[config.mk]
export PLATFORM = sky130hd
export DESIGN_NAME = unified_mem_arbiter
export DESIGN_NICKNAME = d
export VERILOG_FILES = /design/src/rtl/unified_mem_arbiter.sv
export SDC_FILE = /design/constraint.sdc
export NUM_CORES = 1
export LEC_CHECK = 0
export BUFFER_PORTS_ARGS = -buffer_cell sky130_fd_sc_hd__buf_2
export CORE_ASPECT_RATIO = 0.5
export CORE_MARGIN = 8
export CORE_UTILIZATION = 50
export DETAILED_ROUTE_END_ITERATION = 10
export GPL_TIMING_DRIVEN = 0
export PLACE_DENSITY = 0.95
export SETUP_SLACK_MARGIN = 0.1
export SLEW_MARGIN = 40
export SYNTH_ARGS = -nofsm -noshare
export SYNTH_HDL_FRONTEND = slang
export SYNTH_SLANG_ARGS = --single-unit
[constraint.sdc]
create_clock -name clk -period 3.1 [get_ports clk]
set_clock_uncertainty 0.05 [all_clocks]
set_input_delay 0.62 -clock clk [delete_from_list [all_inputs] [get_ports clk]]
set_output_delay 0.62 -clock clk [all_outputs]
set_load 0.03 [all_outputs]
[src/rtl/unified_mem_arbiter.sv]
// unified_mem_arbiter: shares one single-port synchronous memory between the
// fetch stage (read-only) and the MEM stage (load/store). Every access runs
// IDLE -> ISSUE -> RESP and produces exactly one ack pulse. Data has priority,
// bounded by a streak counter so a waiting fetch cannot starve.
module unified_mem_arbiter #(
  parameter int unsigned ADDR_W       = 8,
  parameter int unsigned MAX_D_STREAK = 4
) (
  input  logic              clk,
  input  logic              rst,
  // fetch port
  input  logic              if_req,
  input  logic [ADDR_W-1:0] if_addr,
  output logic              if_ack,
  output logic [31:0]       if_rdata,
  // data port
  input  logic              d_req,
  input  logic              d_we,
  input  logic [2:0]        d_funct3,
  input  logic [ADDR_W-1:0] d_addr,
  input  logic [31:0]       d_wdata,
  output logic              d_ack,
  output logic [31:0]       d_rdata,
  output logic              d_err,
  // pipeline stalls
  output logic              stall_fetch,
  output logic              stall_data,
  // memory port
  output logic              m_en,
  output logic              m_we,
  output logic [2:0]        m_funct3,
  output logic [ADDR_W-1:0] m_addr,
  output logic [31:0]       m_wdata,
  input  logic [31:0]       m_rdata
);

  localparam int unsigned           STREAK_W   = $clog2(MAX_D_STREAK + 1);
  localparam logic [STREAK_W-1:0]   STREAK_MAX = STREAK_W'(MAX_D_STREAK);
  localparam logic [2:0]            F3_WORD    = 3'b010;

  typedef enum logic [2:0] {
    S_IDLE,
    S_ISSUE_I,
    S_ISSUE_D,
    S_RESP_I,
    S_RESP_D
  } state_t;

  state_t              state_q, state_d;
  logic [STREAK_W-1:0] streak_q, streak_d;

  // access descriptor captured at the grant edge
  logic [ADDR_W-1:0]   addr_q, addr_d;
  logic [31:0]         wdata_q, wdata_d;
  logic                we_q, we_d;
  logic [2:0]          f3_q, f3_d;
  logic                mis_q, mis_d;

  logic [31:0]         if_rdata_q, d_rdata_q;

  logic                d_misaligned;
  logic                d_wins;
  logic                d_load_done;

  // Fetch addresses are word aligned; the two low bits are intentionally dropped.
  logic                unused_if_lsb;
  assign unused_if_lsb = ^if_addr[1:0];

  // Misalignment of the incoming data request (halfword on odd byte, word off a 4-byte boundary).
  always_comb begin
    d_misaligned = 1'b0;
    case (d_funct3[1:0])
      2'b01:   d_misaligned = d_addr[0];
      2'b10:   d_misaligned = (d_addr[1:0] != 2'b00);
      default: d_misaligned = 1'b0;
    endcase
  end

  // Data wins arbitration unless a fetch is waiting and the data streak is exhausted.
  assign d_wins = d_req & (~if_req | (streak_q < STREAK_MAX));

  // State, streak counter and latched access descriptor.
  always_ff @(posedge clk) begin
    if (rst) begin
      state_q  <= S_IDLE;
      streak_q <= '0;
      addr_q   <= '0;
      wdata_q  <= '0;
      we_q     <= 1'b0;
      f3_q     <= '0;
      mis_q    <= 1'b0;
    end else begin
      state_q  <= state_d;
      streak_q <= streak_d;
      addr_q   <= addr_d;
      wdata_q  <= wdata_d;
      we_q     <= we_d;
      f3_q     <= f3_d;
      mis_q    <= mis_d;
    end
  end

  // Next-state logic: arbitration in IDLE, fixed ISSUE -> RESP -> IDLE walk otherwise.
  always_comb begin
    state_d  = state_q;
    streak_d = streak_q;
    addr_d   = addr_q;
    wdata_d  = wdata_q;
    we_d     = we_q;
    f3_d     = f3_q;
    mis_d    = mis_q;
    case (state_q)
      S_IDLE: begin
        if (d_wins) begin
          state_d = S_ISSUE_D;
          if (streak_q != STREAK_MAX) begin
            streak_d = streak_q + 1'b1;
          end
          addr_d  = d_addr;
          wdata_d = d_wdata;
          we_d    = d_we;
          f3_d    = d_funct3;
          mis_d   = d_misaligned;
        end else if (if_req) begin
          state_d  = S_ISSUE_I;
          streak_d = '0;
          addr_d   = {if_addr[ADDR_W-1:2], 2'b00};
          wdata_d  = '0;
          we_d     = 1'b0;
          f3_d     = F3_WORD;
          mis_d    = 1'b0;
        end else begin
          streak_d = '0;
        end
      end
      S_ISSUE_I: state_d = S_RESP_I;
      S_ISSUE_D: state_d = S_RESP_D;
      S_RESP_I:  state_d = S_IDLE;
      S_RESP_D:  state_d = S_IDLE;
      default:   state_d = S_IDLE;
    endcase
  end

  // Memory port: enable only in ISSUE states; a misaligned data access is never issued.
  always_comb begin
    m_en     = 1'b0;
    m_we     = 1'b0;
    m_addr   = addr_q;
    m_wdata  = wdata_q;
    m_funct3 = f3_q;
    case (state_q)
      S_ISSUE_I: m_en = 1'b1;
      S_ISSUE_D: begin
        m_en = ~mis_q;
        m_we = ~mis_q & we_q;
      end
      default: begin
        m_en = 1'b0;
        m_we = 1'b0;
      end
    endcase
  end

  // Acks and error flag are decoded from the response states.
  always_comb begin
    if_ack = (state_q == S_RESP_I);
    d_ack  = (state_q == S_RESP_D);
    d_err  = (state_q == S_RESP_D) & mis_q;
  end

  assign d_load_done = d_ack & ~we_q & ~mis_q;

  // Read data is forwarded from memory in the ack cycle, then held until the next ack.
  always_ff @(posedge clk) begin
    if (rst) begin
      if_rdata_q <= '0;
      d_rdata_q  <= '0;
    end else begin
      if (if_ack) begin
        if_rdata_q <= m_rdata;
      end
      if (d_load_done) begin
        d_rdata_q <= m_rdata;
      end
    end
  end

  // Read data outputs and combinational stalls (released in the ack cycle).
  always_comb begin
    if_rdata    = if_ack ? m_rdata : if_rdata_q;
    d_rdata     = d_load_done ? m_rdata : d_rdata_q;
    stall_fetch = if_req & ~if_ack;
    stall_data  = d_req & ~d_ack;
  end

endmodule

==> results.yml, run 1 <==
synthesis:
  synth-seq-area-share_pct: 52.2
  async_flop_share_pct: 0
  synth_common_cells: "dfxtp_1 (115), nor2b_1 (64), nor2_1 (53)"
  yosysWarnings: 0
  yosys.cell_types.count: 30
  synth_area_leader_cell: "dfxtp_1"
  ys_ff_latch: 115
  synth_edf_count: 0
  synth_area_leaders: "dfxtp_1 (52%), mux2_2 (9.4%), nor2b_1 (9.1%), mux2_1 (6.9%), a22oi_1 (6.5%)"
  syn_inst: 419
  synth_flop_cell: "dfxtp_1"
  syn_nets: 511
  synth.most_common_cell: "dfxtp_1"
  syn_area_sq_um: 4410
  syn_area_per_cell_sq_um: 10.5
  synth_top_area_share_pct: 52.2
status:
  outcome: "complete, no violations"
route:
  drc: 0
  drt-pass1-iter-count: 4
  wl_per_cell_um: 17.4
  first_iter_violations: 191
  drt-total-wl_mm: 13.3
  ant_nets: 0
  routed-via-count: 3948
  viasPerCell: 5.17
critical_path:
  reg2reg_depth: 4
  critPathLaunchType: "register"
  crit_fanout: 10
  rrSetupSlack_ps: 1200
  regToRegEndpoint: "if_rdata_q[15]"
  timing.rr.start: "state_q[2]"
  cp.required_ps: 2430
  endpoint_kind: "primary output"
  worst-setup-path-type: "reg2out"
  cp.arrival_ps: 2150
place:
  dpl_worst_slack_ps: 741
  port_buffers: 198
  gp_congestion: 0.771
  dp_cells: 734
  hpwlAfterDp_mm: 9.79
cells_and_area:
  syn2layout_area_growth_pct: 38.3
  diodes: 0
  final_cells: 764
  multi_input_area_sq_um: 1960
  register_area_sq_um: 2300
  drive_gt1_share_pct: 42.7
  n_fill_cell: 634
  nets: 728
sta:
  finalMaxSlewViolations: 0
  fin_crit_ps: 2820
  rsz0062_at_grt: "false"
  fin_tns_setup_ps: 0
  layout_setup_ws_ps: 283
  worst_pin_slew_ps: 522
  fmax_mhz: 355
  finalSetupViolCount: 0
  relSlewSlack_pct: 65.2
  finalHoldViolCount: 0
  min_period_over_period_pct: 90.9
clock_tree:
  clkTransAtPathRegs_ps: 50
  numClockSinks: 115
  ctsResizeCount: 0
  clockRootBuffer: "clkbuf_16"
  clockBufferDepth: 2
  hold_buffers: 0
  cts.htree.levels: 4
  post_cts_buffers: 0
  clk_latency_ps: 400
  cts_made_buffers: 17
  cts_tree: "done"
global_route:
  antenna_found_initial: 0
  grt-ovfl-total: 0
  grt_max_degree: 17
  grt_use_total_pct: 21.6
  grt_pass1_wl_mm: 20.9
  grt_pass1_vias: 4323
floorplanning:
  die_h_um: 82.4
  fp.coreArea_sq_um: 8650
  ios: 202
  die_w_um: 149
  dieArea_sq_um: 12300
  num_rows: 24
  initial_core_util_pct: 51.0
hold_path:
  hp-start: "d_wdata[18]"
  hold_class: "in2reg"
  whs_endpoint: "m_wdata[18]"
  whs_path_depth: 3
pwr:
  power_density_nw_per_um2: 658
  p_leak_uw: 0.00307
  ir_drop_uv: 404
run:
  maxCapViolCount: 0
[worst max-delay path, stage by stage, from the launching register on]
cell and delay, ps:
dfxtp_1 440, nand3b_1 370, buf_2 360, mux2_2 390
buf_2 190
[cells by family after synthesis]
logic type	Yosys count	synth area share, %
simple gates	133	16.1
flops	115	52.2
compound gates	66	10.6
mux	65	16.6
buf+inv	36	3.43
fa+ha+maj	4	1.13
[flip-flops by register name (all words and copies together) (netlist names)]
register,cells
if_rdata_q,32
d_rdata_q,32
we_q,1
streak_q,3
m_addr,8
m_funct3,3
state_q,3
mis_q,1
m_wdata,32
[layer usage]
metal | up-vias | share of wire, % | track usage (%)
li1 | 1874 | - | -
met1 | 1844 | 37 | 20.4
met2 | 170 | 51 | 40.2
met3 | 60 | 6.6 | 7.50
met4 | 0 | 5.1 | 15.3
met5 | - | 0 | 0
[cells in the final DEF (no fill, tap or decap), types with 3 or more instances in the layout]
cell / n
a211oi_1: 7
a21oi_1: 6
a22oi_1: 38
and2_1: 3
buf_2: 211
clkbuf_1: 20
clkbuf_16: 17
clkinv_2: 4
dfxtp_1: 115
ha_1: 4
inv_1: 7
mux2_1: 27
mux2_2: 37
nand2_1: 5
nor2_1: 53
nor2b_1: 64
o21ai_0: 3
o22ai_1: 6
[how the worst max path moves through the flow]
stage	start	endpoint	slack, ps	cells after the start
2_1_floorplan	state_q[0]	d_rdata[10]	770	5
3_3_place_gp	state_q[2]	if_rdata[17]	780	4
3_5_place_dp	state_q[2]	if_rdata[17]	740	4
4_1_cts	state_q[2]	if_rdata[15]	280	4
5_1_grt	state_q[2]	if_rdata[13]	180	4
6_report	state_q[2]	if_rdata[15]	280	4
[metrics by stage]
step / area [sq um] / util, % / total power [uW] / hold slack (ps)
final: 6100 / 70.5 / 4010 / 406
after global routing: 6100 / 70.5 / 4160 / 403
after CTS: 6100 / 70.5 / 4050 / 390
after detailed placement: 5550 / 64.1 / 2200 / 441
after global placement: 5550 / 64.1 / 2180 / 433
after floorplan: 4410 / - / 2000 / 443
[layout make-up]
| cell class | instances | area share, % |
|---|---|---|
| Clock buffer | 24 | 7.73 |
| Buffer | 29 | 2.05 |
| Sequential cell | 115 | 37.7 |
| Timing Repair Buffer | 198 | 16.2 |
| Clock inverter | 6 | 1.31 |
| Multi-Input combinational cell | 268 | 32.1 |
| Inverter | 7 | 0.431 |
| Tap cell | 117 | 2.40 |
[power by group]
part           switching (uW)  leakage [uW]  internal, uW
sequential               31.3      0.000935          1550
clock                     625      0.000274          1210
combinational             396       0.00186           203
total                    1050       0.00307          2960
(Power assumes the default switching activity.)
==> run 2, diff against run 1 <==
--- a/config.mk
+++ b/config.mk
@@ -10,7 +10,6 @@
 export CORE_MARGIN = 8
 export CORE_UTILIZATION = 50
 export DETAILED_ROUTE_END_ITERATION = 10
-export GPL_TIMING_DRIVEN = 0
 export PLACE_DENSITY = 0.95
 export SETUP_SLACK_MARGIN = 0.1
 export SLEW_MARGIN = 40
==> run 2 against run 1 <==
Net effect:
- clock power rose by 6%
- sequential power hardly changed
- via count is 2.7% lower
- sequential share of layout area barely moved
- clock-buffer cell count down 2
- critical path depth grew 1
- die area unchanged
- setup slack worse by 10 ps
- register-to-register slack about the same
- critical path type unchanged
- largest power group unchanged
==> results.yml, run 2 (synthesis results as in run 1) <==
pwr:
  swShare_pct: 25.8
  pwr-share-seq_pct: 38.6
  ir_drop_uv: 406
  finalPower_uw: 4110
  combPwrFrac_pct: 14.2
  power_density_nw_per_um2: 673
  p_leak_uw: 0.00307
  p_int_uw: 3050
  switchingPower_uw: 1060
  clkPwrFrac_pct: 47.2
sta:
  fin_tns_setup_ps: 0
  finalHoldViolCount: 0
  relSlewSlack_pct: 53.7
  finalMaxSlewViolations: 0
  fmax_mhz: 354
  rsz0062_at_grt: "false"
  fin_crit_ps: 2830
  worst_pin_slew_ps: 695
  min_period_over_period_pct: 91.2
  finalSetupViolCount: 0
  whs_ps: 404
critical_path:
  worst-setup-path-type: "reg2out"
  crit_fanout: 17
  endpoint_kind: "primary output"
  cp.arrival_ps: 2160
  cp.required_ps: 2430
  critPathLaunchType: "register"
floorplanning:
  fp.coreArea_sq_um: 8650
  dieArea_sq_um: 12300
  initial_core_util_pct: 51.0
  die_h_um: 82.4
  ios: 202
  num_rows: 24
  die_w_um: 149
cells_and_area:
  fin_util_pct: 70.6
  syn2layout_area_growth_pct: 38.5
  nets: 706
  design_area_sq_um: 6110
  drive_gt1_share_pct: 43.9
  final_cell_mix: "buf_2 (198), dfxtp_1 (115), nor2b_1 (64)"
  final_common_cell: "buf_2"
clock_tree:
  clockBufferDepth: 2
  clockRootBuffer: "clkbuf_16"
  cts_tree: "done"
  ctsResizeCount: 0
  clkTransAtPathRegs_ps: 50
  hold_buffers: 0
  cts_made_buffers: 17
  cts.htree.levels: 4
  clk_latency_ps: 400
  post_cts_buffers: 0
  numClockSinks: 115
hold_path:
  hold_class: "in2reg"
global_route:
  grt_use_total_pct: 20.5
  grt_pass1_wl_mm: 19.8
  grt_pass1_vias: 4183
  grt_max_degree: 68
  antenna_found_initial: 0
  grt-ovfl-total: 0
route:
  viasPerCell: 5.16
  ant_nets: 0
  first_iter_violations: 243
  wl_per_cell_um: 16.7
  drc: 0
  drt-total-wl_mm: 12.4
  drt-pass1-iter-count: 4
  routed-via-count: 3842
run:
  maxCapViolCount: 0
place:
  gp_congestion: 0.772
  dpl_cell_area_sq_um: 5500
  port_buffers: 199
  hpwlAfterDp_mm: 8.88
status:
  outcome: "complete, no violations"
-- run 2: area by class of cell --
class	instances	area [sq um]
Fill cell	607	2540
Antenna cell	1	2.50
Tap cell	117	146
Inverter	7	26.3
Clock buffer	22	464
Sequential cell	115	2300
Clock inverter	10	131
Multi-Input combinational cell	268	1970
Timing Repair Buffer	205	1070
-- run 2: metal layers --
| layer | up-vias | global-route usage [%] | routed length (um) |
|---|---|---|---|
| met5 | - | 0 | 0 |
| met3 | 40 | 7.94 | 924 |
| met1 | 1811 | 18.9 | 4430 |
| li1 | 1839 | - | - |
| met2 | 152 | 39.5 | 6620 |
| met4 | 0 | 11.8 | 450 |
-- run 2: worst paths after layout --
check	slack, ps	start	cells after the start	endpoint
setup reg to reg	1200	state_q[2]	5	d_rdata_q[27]
hold reg to reg	440	m_funct3[1]	2	m_funct3[1]
setup / recovery	270	state_q[2]	5	d_rdata[27]
hold / removal	400	d_wdata[4]	3	m_wdata[4]
-- run 2: metrics by stage --
| step | std cells | worst slack (ps) |
|---|---|---|
| floorplan | 419 | 774 |
| CTS | 744 | 143 |
| detailed placement | 712 | 580 |
| global placement | 712 | 636 |
| global route | 744 | 140 |
| finish | 745 | 273 |
-- run 2: power by group through the flow --
| stage | clock network (uW) | logic, uW | registers [uW] |
|---|---|---|---|
| floorplan | 0 | 305 | 1690 |
| global placement | 0 | 568 | 1610 |
| detailed placement | 0 | 582 | 1610 |
| CTS | 1980 | 587 | 1580 |
| global route | 2060 | 630 | 1590 |
| finish | 1940 | 584 | 1590 |
-- run 2: worst max-delay path, stage by stage (launching register included) --
cell	delay [ps]
dfxtp_1	440
nor3b_4	340
nand2_4	230
buf_12	220
mux2_1	340
buf_2	190
==> run 3, diff against run 2 <==
--- a/config.mk
+++ b/config.mk
@@ -8,7 +8,8 @@
 export BUFFER_PORTS_ARGS = -buffer_cell sky130_fd_sc_hd__buf_2
 export CORE_ASPECT_RATIO = 0.5
 export CORE_MARGIN = 8
-export CORE_UTILIZATION = 50
+export CORE_UTILIZATION = 52
+export CTS_BUF_LIST = sky130_fd_sc_hd__clkbuf_4
 export DETAILED_ROUTE_END_ITERATION = 10
 export PLACE_DENSITY = 0.95
 export SETUP_SLACK_MARGIN = 0.1
==> run 3 against run 2 <==
Net effect:
- via count decreased by 2.0%
- clock power decreased by 39%
- setup slack improved by 7.5 ps
- first-iteration DRC count decreased by 9.1%
- critical path type unchanged
==> results.yml, run 3 (synthesis results as in run 1) <==
status:
  outcome: "complete, no violations"
floorplanning:
  die_h_um: 81.1
  num_rows: 23
  ios: 202
  die_w_um: 146
  initial_core_util_pct: 54.3
  fp.coreArea_sq_um: 8120
  dieArea_sq_um: 11900
pwr:
  ir_drop_uv: 362
  p_leak_uw: 0.00295
  power_density_nw_per_um2: 575
clock_tree:
  cts_tree: "done"
  clockRootBuffer: "clkbuf_4"
  numClockSinks: 115
  cts_made_buffers: 17
  clk_latency_ps: 510
  clkTransAtPathRegs_ps: 100
  clockBufferDepth: 2
  cts.htree.levels: 4
cells_and_area:
  n_fill_cell: 606
  drive_gt1_share_pct: 43.9
  syn2layout_area_growth_pct: 32.2
  final_cell_mix: "buf_2 (198), dfxtp_1 (114), nor2b_1 (64)"
  nets: 707
  final_common_cell: "buf_2"
  fin_util_pct: 71.8
sta:
  finalSetupViolCount: 0
  fin_crit_ps: 2820
  worst_pin_slew_ps: 596
  finalMaxSlewViolations: 0
  relSlewSlack_pct: 60.3
  finalHoldViolCount: 0
  rsz0062_at_grt: "false"
  min_period_over_period_pct: 91.0
  fmax_mhz: 355
  fin_tns_setup_ps: 0
run:
  maxCapViolCount: 0
route:
  drt-pass1-iter-count: 5
  routed-via-count: 3764
  first_iter_violations: 221
  drc: 0
  wl_per_cell_um: 16.2
  viasPerCell: 5.08
  drt-total-wl_mm: 12.0
  ant_nets: 0
critical_path:
  critPathLaunchType: "register"
  cp.arrival_ps: 2150
  worst-setup-path-type: "reg2out"
  crit_fanout: 18
  cp.required_ps: 2430
  endpoint_kind: "primary output"
global_route:
  antenna_found_initial: 0
  grt_use_total_pct: 20.0
  grt_max_degree: 60
  grt_pass1_vias: 3836
  grt_pass1_wl_mm: 18.9
  grt-ovfl-total: 0
hold_path:
  hold_class: "in2reg"
place:
  gp_congestion: 0.781
  port_buffers: 199
  hpwlAfterDp_mm: 8.62
==> run 3: changes by cell type in the layout (fill, tap and decap cells not counted), sizes merged <==
cell	delta
buf	+1
bufinv	+1
clkbuf	-4
clkinv	+3
==> run 3: layout make-up <==
cell class / instances / area (sq um) / share of cell area (%)
sequential: 115 / 2300 / 39.5
inverter: 7 / 26.3 / 0.451
clock buffer: 18 / 135 / 2.32
tap: 112 / 140 / 2.40
timing repair buffer: 206 / 1090 / 18.7
clock inverter: 14 / 168 / 2.88
multi-input combinational: 268 / 1970 / 33.7
antenna: 1 / 2.50 / 0.0429
==> run 3: worst paths after layout <==
check                   start           to  slack (ps)  cells after the start
setup / recovery   state_q[1]   d_rdata[4]         280                      5
hold / removal    d_wdata[20]  m_wdata[20]         290                      3
setup reg to reg   state_q[0]   m_wdata[3]        1270                      6
hold reg to reg     m_addr[6]    m_addr[6]         450                      2
==> run 3: what timing repair did <==
action	4_1_cts	5_1_grt
hold buffers	0	0
buffers inserted	1	0
resized for setup	1	1
endpoints found under the setup margin	18	17
==> run 3: through the flow <==
stage | total power (uW) | hold WS, ps | setup WS (ps) | cell area, sq um | instances
after floorplan | 2000 | 443 | 774 | 4410 | 419
after global placement | 2180 | 432 | 652 | 5510 | 707
after detailed placement | 2200 | 440 | 593 | 5510 | 707
after CTS | 3390 | 237 | 159 | 5830 | 740
after global routing | 3510 | 231 | 146 | 5830 | 740
final | 3350 | 287 | 280 | 5830 | 741
==> run 3: power breakdown <==
| part | switching [uW] | internal, uW | leakage (uW) | total, uW |
|---|---|---|---|---|
| Combinational | 381 | 206 | 0.00185 | 588 |
| Sequential | 33.7 | 1550 | 0.000936 | 1580 |
| Clock | 553 | 631 | 0.000165 | 1180 |
| Total | 968 | 2380 | 0.00295 | 3350 |
==> run 3: worst max-delay path, cell delays in order, from the launching register on <==
cell     delay [ps]
dfxtp_1         410
nor3b_4         280
nand2_4         200
buf_12          220
mux2_1          340
buf_2           190
==> run 3: routing by layer <==
metal	wire [um]	vias up	global-route usage (%)	share of wire, %
li1	-	1840	-	-
met1	4300	1766	19.0	36
met2	6350	133	37.2	53
met3	1060	25	8.87	8.8
met4	263	0	10.3	2.2
met5	0	-	0	0
